`src/rtl/matrix_burst_fetch.sv`:
```
// Burst-mode Avalon-MM read DMA that streams an N x N matrix into the determinant RAM.
// Optional build macro MATRIX_FETCH_PERF_EN adds the perf_cycles busy-cycle counter.
module matrix_burst_fetch #(
    parameter int BURST_LEN  = 4,
    parameter int FIFO_DEPTH = 16
) (
    input  logic        clk,
    input  logic        reset,
    input  logic        start,
    input  logic [31:0] base_ptr,
    input  logic [5:0]  mxsize,
    output logic [29:0] address,
    output logic        read,
    output logic [2:0]  burstcount,
    input  logic        waitrequest,
    input  logic [31:0] readdata,
    input  logic        readdatavalid,
    output logic [9:0]  wr_addr,
    output logic [31:0] wr_data,
    output logic        wr_en,
    output logic        busy,
    output logic        done
`ifdef MATRIX_FETCH_PERF_EN
    ,
    output logic [15:0] perf_cycles
`endif
);
    localparam int AW = $clog2(FIFO_DEPTH);
    localparam int CW = AW + 1;

    typedef enum logic [1:0] {IDLE, REQ, DRAIN, DONE} state_t;
    state_t state;

    logic [29:0]   cur_ptr;
    logic [5:0]    n_lat;
    logic [10:0]   req_rem, ret_rem;
    logic [CW-1:0] outstanding, fifo_count;
    logic [AW-1:0] wptr, rptr;
    logic [31:0]   mem [FIFO_DEPTH];
    logic [4:0]    row, col;

    logic          accept, push, pop, start_ok, qualify;
    logic [2:0]    acc_bc, bc_nxt;
    logic [10:0]   req_rem_nxt, total;
    logic [29:0]   cur_ptr_nxt;
    logic [CW-1:0] out_nxt, cnt_nxt;
    logic [CW:0]   free_nxt;
    logic          unused_hi;

    assign unused_hi = ^base_ptr[31:30];

    // Next-cycle view of the credit state: this cycle's accepted burst, push and pop
    // are all folded in before deciding whether the following burst fits.
    always_comb begin
        accept      = read && !waitrequest;
        push        = readdatavalid;
        pop         = (fifo_count != '0);
        acc_bc      = accept ? burstcount : 3'd0;
        req_rem_nxt = req_rem - 11'(acc_bc);
        cur_ptr_nxt = cur_ptr + {25'd0, acc_bc, 2'b00};
        out_nxt     = outstanding + CW'(acc_bc) - CW'(push);
        cnt_nxt     = fifo_count + CW'(push) - CW'(pop);
        bc_nxt      = (req_rem_nxt >= 11'(BURST_LEN)) ? 3'(BURST_LEN) : req_rem_nxt[2:0];
        free_nxt    = (CW+1)'(FIFO_DEPTH) - {1'b0, cnt_nxt} - {1'b0, out_nxt};
        qualify     = (req_rem_nxt != '0) && (free_nxt >= (CW+1)'(bc_nxt));
        start_ok    = (mxsize != '0) && (mxsize <= 6'd32);
        total       = 11'(mxsize) * 11'(mxsize);
    end

    always_ff @(posedge clk or negedge reset) begin
        if (!reset) begin
            state       <= IDLE;
            cur_ptr     <= '0;
            n_lat       <= '0;
            req_rem     <= '0;
            ret_rem     <= '0;
            outstanding <= '0;
            address     <= '0;
            read        <= 1'b0;
            burstcount  <= '0;
            busy        <= 1'b0;
            done        <= 1'b0;
        end else begin
            done        <= 1'b0;
            outstanding <= out_nxt;
            if (push)
                ret_rem <= ret_rem - 11'd1;
            case (state)
                IDLE: if (start) begin
                    if (start_ok) begin
                        cur_ptr <= base_ptr[29:0];
                        n_lat   <= mxsize;
                        req_rem <= total;
                        ret_rem <= total;
                        busy    <= 1'b1;
                        state   <= REQ;
                    end else begin
                        done    <= 1'b1;
                        state   <= DONE;
                    end
                end
                REQ: begin
                    cur_ptr <= cur_ptr_nxt;
                    req_rem <= req_rem_nxt;
                    if (!(read && waitrequest)) begin
                        if (qualify) begin
                            read       <= 1'b1;
                            address    <= cur_ptr_nxt;
                            burstcount <= bc_nxt;
                        end else begin
                            read <= 1'b0;
                            if (req_rem_nxt == '0)
                                state <= DRAIN;
                        end
                    end
                end
                DRAIN: if (ret_rem == '0 && fifo_count == '0) begin
                    busy  <= 1'b0;
                    done  <= 1'b1;
                    state <= DONE;
                end
                default: state <= IDLE;
            endcase
        end
    end

    always_ff @(posedge clk) begin
        if (push)
            mem[wptr] <= readdata;
    end

    always_ff @(posedge clk or negedge reset) begin
        if (!reset) begin
            wptr       <= '0;
            rptr       <= '0;
            fifo_count <= '0;
            row        <= '0;
            col        <= '0;
            wr_addr    <= '0;
            wr_data    <= '0;
            wr_en      <= 1'b0;
        end else begin
            fifo_count <= cnt_nxt;
            wr_en      <= pop;
            if (push)
                wptr <= wptr + AW'(1);
            if (pop) begin
                rptr    <= rptr + AW'(1);
                wr_data <= mem[rptr];
                wr_addr <= {row, col};
                if ({1'b0, col} == n_lat - 6'd1) begin
                    col <= '0;
                    row <= row + 5'd1;
                end else begin
                    col <= col + 5'd1;
                end
            end
            if (state == IDLE && start) begin
                row <= '0;
                col <= '0;
            end
        end
    end

`ifdef MATRIX_FETCH_PERF_EN
    always_ff @(posedge clk or negedge reset) begin
        if (!reset)
            perf_cycles <= '0;
        else if (state == IDLE && start)
            perf_cycles <= '0;
        else if (busy && perf_cycles != 16'hFFFF)
            perf_cycles <= perf_cycles + 16'd1;
    end
`endif

endmodule
```
`config.mk`:
```
export PLATFORM = sky130hd
export DESIGN_NAME = matrix_burst_fetch
export DESIGN_NICKNAME = d
export VERILOG_FILES = /design/src/rtl/matrix_burst_fetch.sv
export SDC_FILE = /design/constraint.sdc
export NUM_CORES = 1
export LEC_CHECK = 0
export ABC_AREA = 1
export BUFFER_PORTS_ARGS = -buffer_cell sky130_fd_sc_hd__buf_2
export CAP_MARGIN = 40
export CORE_UTILIZATION = 55
export DETAILED_ROUTE_END_ITERATION = 12
export PLACE_DENSITY = 0.73
export REMOVE_ABC_BUFFERS = 1
export SLEW_MARGIN = 30
export SYNTH_ARGS = -nofsm -noshare
export SYNTH_HDL_FRONTEND = slang
export SYNTH_SLANG_ARGS = --single-unit
```
`constraint.sdc`:
```
create_clock -name clk -period 4.62 [get_ports clk]
set_clock_uncertainty 0.1 [all_clocks]
set_input_delay 0.924 -clock clk [delete_from_list [all_inputs] [get_ports clk]]
set_output_delay 0.924 -clock clk [all_outputs]
set_load 0.02 [all_outputs]
```
==> results by group <==
Worst setup path
  – Critical path startpoint category: flip-flop
  – CP Data Arrival Time: roughly 4.7 ns
  – Capturing element type of the critical path: flip-flop
  – Maximum net fanout on the critical path: 26
  – Critical Path RT: 5.05 ns
  – Classification of the worst setup path: reg2reg

Synth
  – Average cell area after synthesis: 11.3 um^2
  – Count of unique library cells instantiated by Yosys: 42
  – Combinational family with the most area after synthesis: simple AND/OR/NAND/NOR gates
  – Post-Syn Instances: 2,583
  – Cell type contributing the most total cell area after synthesis: edfxtp_1
  – Synthesized-area fraction occupied by ao, oa, aoi and oai cells: 0.116
  – Fraction of the yosys area taken by sequential cells: 0.667
  – Area of the mapped netlist: 29,300 um^2
  – Area share of and/or/nand/nor cells after synthesis: 0.123
  – Xor and xnor fraction of the mapped netlist area: 0.0197
  – Area share of the largest cell type after synthesis: 0.525
  – Area contributors post-synth: edfxtp_1 (52%), dfrtp_1 (14%), o21ai_0 (6.1%)
  – Adder and majority gate portion of the synthesized area: 0.0332
  – Multiplexer share of the synthesized area: 0
  – Yosys warnings: 0
  – Number of register bits inferred by synthesis: 679

Routing
  – Number of search-and-repair iterations in the first detailed-routing pass: 5
  – Avg WL per Cell: 20.7 um
  – DRC marker count from the first detailed-route iteration: 2,210
  – Routed via count divided by cell count: 5.89
  – Post-detailed-route DRC marker count: 0
  – Vias: 20,397
  – Final routed wirelength across all metal layers: 71,700 um
  – Residual antenna-violating net count after detailed routing: 0

Floorplan
  – Initial core utilization: 0.558
  – Number of top-level design ports: about 150
  – Placeable core region: roughly 53,000 um^2
  – Row Count: 84
  – Height of the chip: 233 um
  – Floorplan die width: ~230 um
  – Die outline area: 54,200 um^2

CTS
  – Number of hold buffers added after CTS: 0
  – Clock latency at the later pin of the worst-skew pair: 0.61 ns
  – Cts bufs inserted: 71
  – Clock root buffer: clkbuf_16
  – TritonCTS clock tree: built
  – H-tree depth: 3
  – Clock sink total: 679
  – Setup repair bufs after CTS: 0
  – # resized after CTS: 0
  – Clk pin slew, worst setup/hold paths: approximately 0.06 ns
  – Max Buffers Root-to-Sink: 3

Finish
  – Post-route core utilization: 0.632
  – Layout Area Growth over Synthesis: 13.4%
  – Commonest non-fill, non-tap cell in the layout: edfxtp_1
  – Commonest non-fill, non-tap cells in the layout: edfxtp_1 (512), nor2_1 (402), o21ai_0 (358)
  – Finished layout cell area: about 33,000 um^2
  – Layout cell share with drive strength beyond 1: 0.126
  – Number of nets in the layout: 2,860

Global routing
  – Wire length of the first global-routing pass: around 110,000 um
  – Aggregate global-route resource usage: 0.268
  – Largest net degree at the start of global routing: 147
  – Number of global-route vias before repair: slightly above 20,000
  – Number of antenna violations at the first check in global routing: 4
  – Residual overflow from global routing: 0

Timing
  – Number of failing setup endpoints in the final timing report: 0
  – Final period utilization: 0.922
  – Max Freq: 235 MHz
  – Setup repair after global routing missed its margin: false
  – Count of pins over their slew limit: 0
  – Measured slew at the worst slew-check pin: 0.825 ns
  – Tightest slew margin relative to the limit: 0.450
  – Fin. Hold Viols: 0
  – Final critical-path required period: 4.26 ns

Flow run
  – Max Cap Viol: 0

Pwr
  – Power density over the cells: 696 nW/um^2
  – Post-layout power: 23.1 mW
  – Leakage: roughly 13 nW
  – Maximum vdd drop: ~0.00047 V

Hold path
  – Class of the most critical hold timing path: in2async

Place
  – Port Buf Inserts: between 150 and 200
  – Post-place instance area: around 31,000 um^2
  – DP HPWL: 40,400 um
  – Final RePlAce weighted congestion: around 0.86

Status
  – Result of the run: finished clean
area by class of cell:
class                      instances  area, um^2
sequential                       679       19600
clock buffer                     104        2020
antenna                            3        7.51
tap                              688         861
timing repair buffer             201        1260
multi-input combinational       1606        8660
fill                            3977       19300
inverter                         156         594
clock inverter                    27         248
cells in the mapped netlist, drive strengths merged:
library cell / number
o21bai: 1
a31oi: 32
inv: 155
a21boi: 1
edfxtp: 512
a211oi: 1
o221ai: 82
dfrtp: 167
a21oi: 27
ha: 57
nand2: 331
xor2: 50
o21ai: 370
nand4: 22
xnor2: 16
or2: 1
nand3: 88
fa: 13
nand3b: 2
and2: 2
nor3: 13
clkbuf: 89
clkinv: 1
buf: 53
nor3b: 2
nor2: 424
o211ai: 9
o22ai: 62
cells by family after synthesis:
group / count (synthesis)
compound gates: 585
fa+ha+maj: 70
flops: 679
xor+xnor: 66
simple gates: 885
buf+inv: 298
per-layer routing:
metal  part of all wire  routed length [um]  global-route usage  vias up
li1                   -                   -                   -     9406
met1               0.40               28900               0.355     9997
met2               0.50               35700               0.454      861
met3              0.078                5570              0.0453      129
met4              0.021                1490              0.0805        4
met5            0.00046                  33                   0        -
worst max-delay path, cell delays in order, from the launching register on:
cell and delay [ns]:
dfrtp_1 0.39, inv_1 0.09, ha_1 0.21, nand3_4 0.09, ha_1 0.28, inv_1 0.06, ha_1 0.16, inv_1 0.06
fa_1 0.40, xnor2_1 0.25, inv_1 0.09, ha_1 0.33, fa_1 0.48, ha_1 0.27, o21ai_0 0.08, nand3_1 0.07
a21oi_1 0.04, a21oi_1 0.22, nand2_4 0.10, inv_4 0.25, nand2_1 0.08, nand2_1 0.08
power by group:
group	internal (mW)	switching, mW	leakage, nW
Sequential	7.77	0.846	6.66
Combinational	2.97	6.02	4.98
Clock	3.18	2.34	1.11
per-stage QoR:
| step | worst slack, ns | std cells | hold slack (ns) | TNS (ns) |
|---|---|---|---|---|
| 3_5_place_dp | -0.0872 | 3329 | 0.360 | -2.15 |
| 6_report | 0.358 | 3464 | 0.239 | 0 |
| 5_1_grt | 0.0689 | 3462 | 0.300 | 0 |
| 4_1_cts | 0.322 | 3460 | 0.287 | 0 |
| 3_3_place_gp | 0.0271 | 3329 | 0.359 | 0 |
| 2_1_floorplan | -3.39 | 2441 | 0.362 | -143.43 |
path summary, 6_finish.rpt:
kind	from	endpoint	slack, ns	depth (start not counted)
worst max-delay path	fifo_count[2]	address[25]	0.36	21
worst min-delay path	reset	cur_ptr[26]	0.24	1
worst max register to register	fifo_count[2]	address[25]	0.36	21
worst min register to register	wr_addr[8]	wr_addr[8]	0.37	2
max in group asynchronous	reset	address[14]	3.21	2
min in group clk	wr_addr[8]	wr_addr[8]	0.37	2
registers in the layout, indices dropped and copies added, names as in the netlist, 2 cells and up:
register	flops
mem	512
wr_addr	10
ret_rem	11
n_lat	6
wr_data	32
address	30
req_rem	11
state	2
fifo_count	5
rptr	4
col	5
row	5
outstanding	5
cur_ptr	30
wptr	4
burstcount	3
Power figures use the tool's default switching activity.
